## config.mk

```make
export PLATFORM = sky130hd
export DESIGN_NAME = key_io_device
export DESIGN_NICKNAME = d
export VERILOG_FILES = /design/src/rtl/key_io_device.sv
export SDC_FILE = /design/constraint.sdc
export NUM_CORES = 1
export LEC_CHECK = 0
export BUFFER_PORTS_ARGS = -buffer_cell sky130_fd_sc_hd__buf_4
export CAP_MARGIN = 30
export CELL_PAD_IN_SITES_DETAIL_PLACEMENT = 0
export CELL_PAD_IN_SITES_GLOBAL_PLACEMENT = 1
export CORE_MARGIN = 2
export CORE_UTILIZATION = 39
export DETAILED_ROUTE_END_ITERATION = 16
export PLACE_DENSITY = 0.76
export SLEW_MARGIN = 20
export SYNTH_ARGS = -nofsm -noshare
export SYNTH_HDL_FRONTEND = slang
export SYNTH_SLANG_ARGS = --single-unit
```

## constraint.sdc

```tcl
create_clock -name clk -period 2.3 [get_ports clk]
set_clock_uncertainty 0.05 [all_clocks]
set_input_delay 0.46 -clock clk [delete_from_list [all_inputs] [get_ports clk]]
set_output_delay 0.46 -clock clk [all_outputs]
set_load 0.02 [all_outputs]
```

## src/rtl/key_io_device.sv

```systemverilog
// Memory-mapped push-button peripheral: synchronizes and debounces four
// active-low keys, latches a ready/overrun status and raises an interrupt.
module key_io_device #(
  parameter int               DBITS           = 32,
  parameter logic [DBITS-1:0] ADDR_KEY        = 32'hF0000010,
  parameter logic [DBITS-1:0] ADDR_KCTRL      = 32'hF0000110,
  parameter logic [15:0]      DEBOUNCE_CYCLES = 16'd50000
) (
  input  logic             clk,
  input  logic             reset,
  input  logic [3:0]       KEY,
  input  logic [DBITS-1:0] addr,
  input  logic             rdEn,
  input  logic             wrtEn,
  input  logic [DBITS-1:0] dataIn,
  output logic [DBITS-1:0] dataOut,
  output logic             hit,
  output logic             intr
);

  localparam logic [15:0] LAST_CNT = DEBOUNCE_CYCLES - 16'd1;

  logic [3:0]       r_sync1;
  logic [3:0]       r_sync2;
  logic [3:0]       r_key_state;
  logic [3:0][15:0] r_cnt;
  logic             r_ready;
  logic             r_overrun;
  logic             r_ie;

  logic [3:0]       w_accept;
  logic             w_change;
  logic             w_key_rd;
  logic             w_ctrl_rd;
  logic             w_ctrl_wr;
  logic [DBITS-1:0] w_key_word;
  logic [DBITS-1:0] w_ctrl_word;
  logic             w_unused;

  // Bus access is strobe based: rdEn/wrtEn are single-cycle requests that
  // complete in the cycle they are asserted; there is no back-pressure.
  assign w_key_rd  = rdEn  && (addr == ADDR_KEY);
  assign w_ctrl_rd = rdEn  && (addr == ADDR_KCTRL);
  assign w_ctrl_wr = wrtEn && (addr == ADDR_KCTRL);

  always_ff @(posedge clk) begin
    if (reset) begin
      r_sync1 <= 4'b0;
      r_sync2 <= 4'b0;
    end else begin
      r_sync1 <= ~KEY;
      r_sync2 <= r_sync1;
    end
  end

  always_comb begin
    w_accept = 4'b0;
    for (int i = 0; i < 4; i++) begin
      w_accept[i] = (r_sync2[i] != r_key_state[i]) && (r_cnt[i] >= LAST_CNT);
    end
  end

  assign w_change = |w_accept;

  // Counter only runs while the sample disagrees with the accepted state.
  always_ff @(posedge clk) begin
    if (reset) begin
      r_key_state <= 4'b0;
      r_cnt       <= '0;
    end else begin
      for (int i = 0; i < 4; i++) begin
        if (r_sync2[i] == r_key_state[i]) begin
          r_cnt[i] <= 16'd0;
        end else if (w_accept[i]) begin
          r_key_state[i] <= r_sync2[i];
          r_cnt[i]       <= 16'd0;
        end else if (r_cnt[i] != 16'hFFFF) begin
          r_cnt[i] <= r_cnt[i] + 16'd1;
        end
      end
    end
  end

  // A new key event always wins over a clearing read or write.
  always_ff @(posedge clk) begin
    if (reset) begin
      r_ready   <= 1'b0;
      r_overrun <= 1'b0;
      r_ie      <= 1'b0;
    end else begin
      if (w_change) begin
        r_ready <= 1'b1;
      end else if (w_key_rd) begin
        r_ready <= 1'b0;
      end

      if (w_change && r_ready && !w_key_rd) begin
        r_overrun <= 1'b1;
      end else if (w_ctrl_wr && !dataIn[2]) begin
        r_overrun <= 1'b0;
      end

      if (w_ctrl_wr) begin
        r_ie <= dataIn[8];
      end
    end
  end

  assign w_key_word  = {{(DBITS-4){1'b0}}, r_key_state};
  assign w_ctrl_word = {{(DBITS-9){1'b0}}, r_ie, 5'b0, r_overrun, 1'b0, r_ready};

  always_comb begin
    dataOut = '0;
    if (w_key_rd) begin
      dataOut = w_key_word;
    end else if (w_ctrl_rd) begin
      dataOut = w_ctrl_word;
    end
  end

  assign hit  = (addr == ADDR_KEY) || (addr == ADDR_KCTRL);
  assign intr = r_ready && r_ie;

  assign w_unused = ^{dataIn[DBITS-1:9], dataIn[7:3], dataIn[1:0]};

endmodule

```

==> metrics.txt <==
DR vias/cell roughly 5; r2r startpoint r_cnt[0]; Vias roughly 3400; global-route wire length before repair 14.73 mm; R2R cell count 7; clock buffer depth 2; CP startpoint kind primary input; Leakage 0.001664 µW; status finished with violations; worst reg-to-reg setup slack 0.27 ns; Tot Pwr 2442 µW; Initial DRC Count between 80 and 90; root buf cell clkbuf_8; Final Cycle Share 102.6%; required time of the worst setup path about 1.8 ns; first drt pass iteration count 4; hold_buf cts 0; synthesized cell area 4120 µm²; Nets 605; Synth async-reset ratio 0%; Synth Flop Type dfxtp_1; Initial Utilization between 40% and 50%; largest net degree at the start of global routing 21; pwr dens 512.2 nW/µm²; Final Max Slew Viols 0; commonest non-fill, non-tap cell in the layout nor2_1; Arrival @ worst endpoint approximately 1.9 ns; die width around 110 µm; post-route ant nets 0; Synth Area per Inst around 8.6 µm²; Critical Path Fanout Max 6; critical path endpoint dataOut[1]; Cell Rows 37; Yosys Warn Count 0; Least-Margin Pin Slew just over 0.5 ns; GR Overflow Total 0; die span in y 106.8 µm; hold path startpoint KEY[0]; EDFF count, synth 0; initial antenna violation count 0; CTS H-tree lvls 3; Worst-Skew Late Latency 0.37 ns; Final Setup Violations 5; RSZ-0062 raised after global routing true; leading area contributor after synthesis dfxtp_1; share of post-route cells with drive strength above 1 18.73%; reg2reg end r_overrun; IO buf count 48; flops & latches, synth 79; Max Cap Viol 0; GRT Total Usage 16.21%; post-synthesis sequential area ratio 38.38%; number of CTS-inserted buffers 9; total wire length 8.715 mm; most frequent cells in the layout 80 x nor2_1, 79 x dfxtp_1, 51 x buf_4; Layout Utilization 46.40%; die area 11400 µm²; max_slew headroom 65.91%; Peak Freq 0.4239 GHz; worst hold path class in2reg; Routability Congestion 0.8410; total clock sinks 79; DP Wirelength 6.058 mm; failing checks setup timing; Yosys top cell area share 38.38%; wire per inst about 13 µm; Crit. End Element primary output; Crit Path Category in2out; I/O pin cnt 106; clk slew on worst S/H paths ~0.08 ns; Hold Violations, Final 0; Post-route DRC 0; aggregate negative setup slack -0.1748 ns; vias in the first global route approximately 3200; Syn Inst Count 478; Worst VDD drop 204.8 µV; dominant cells by area after synthesis dfxtp_1 38%, nor2_1 7.5%, buf_4 5.3%; worst setup margin -0.05882 ns; # diodes 0; core area 10280 µm²; TritonCTS clock tree done; minimum hold slack 0.1911 ns; CP Launch Point addr[23]; final critical-path required period between 2 and 2.5 ns; synth unique cells 63; area delta synth->final 15.73%
==> power by group <==
part           internal (µW)  leakage (µW)  switching [µW]
Combinational           60.9      0.000943            78.9
Clock                    392     0.0000833             531
Sequential              1370      0.000638            4.39
Total                   1830       0.00166             614
==> per-layer routing <==
layer | vias up | wire (µm) | GRT usage [%]
met1 | 1546 | 4158 | 20.34
met4 | 0 | 159 | 7.143
met5 | - | 0 | 0
met3 | 12 | 377 | 4.195
met2 | 54 | 4019 | 26.25
li1 | 1744 | - | -
==> cell usage after synthesis (5+ instances only) <==
master     n
nor2b_1    8
nand3_1   14
nor4_1    12
a21oi_1   18
buf_2      5
buf_4     29
a211oi_1   7
inv_1      7
o21ai_0    7
nand2_1   25
xor2_1    18
and4_1     6
mux2i_1    9
and3_1    12
nor3_1    23
nor2_1    82
nand4_1   15
xnor2_1   23
dfxtp_1   79
and2_1     5
==> critical path, stage by stage <==
cell     delay (ns)
buf_6          0.10
nor4_4         0.27
nand4_1        0.23
or3_4          0.44
nor3b_2        0.18
buf_4          0.16
==> sequential cells by signal (all words and copies together), names as in the netlist <==
signal       cells
r_sync2          4
r_sync1          4
r_overrun        1
r_key_state      4
r_ie             1
r_ready          1
r_cnt           64
==> how the worst min path moves through the flow <==
| stage | end | slack [ns] | cells after the start |
|---|---|---|---|
| after floorplan | r_sync2[0] | 0.36 | 1 |
| after global placement | r_sync2[3] | 0.37 | 1 |
| after detailed placement | r_sync2[0] | 0.37 | 1 |
| after CTS | r_sync1[0] | 0.18 | 2 |
| after global routing | r_sync1[0] | 0.18 | 2 |
| final | r_sync1[0] | 0.19 | 2 |
==> repair_timing <==
action,4_1_cts,5_1_grt
gates resized for setup,12,5
setup buffers,1,0
pin swaps,7,4
setup endpoints to repair,5,5
==> logic make-up after synthesis <==
group | after synthesis | synth area share (%)
simple gates | 234 | 30.58
flops | 79 | 38.38
compound gates | 60 | 10.90
buf+inv | 50 | 7.926
xor+xnor | 41 | 8.715
mux | 9 | 2.187
fa+ha+maj | 4 | 1.215
other cells | 1 | 0.09101
==> layout make-up <==
cell class / count / area [µm²]
clock buffer: 11 / 131.4
clock inverter: 5 / 35.03
fill: 1005 / 5509
inverter: 8 / 30.03
multi-input combinational: 375 / 2381
sequential: 79 / 1582
tap: 136 / 170.2
timing repair buffer: 56 / 439.2
==> stage by stage <==
stage | area [µm²] | std cells | setup WS (ns)
after floorplan | 4218 | 504 | -0.1458
after global placement | 4504 | 653 | -0.2318
after detailed placement | 4504 | 653 | -0.2449
after CTS | 4737 | 670 | -0.1309
after global routing | 4768 | 670 | -0.1411
final | 4768 | 670 | -0.05882
Power figures use the tool's default switching activity.
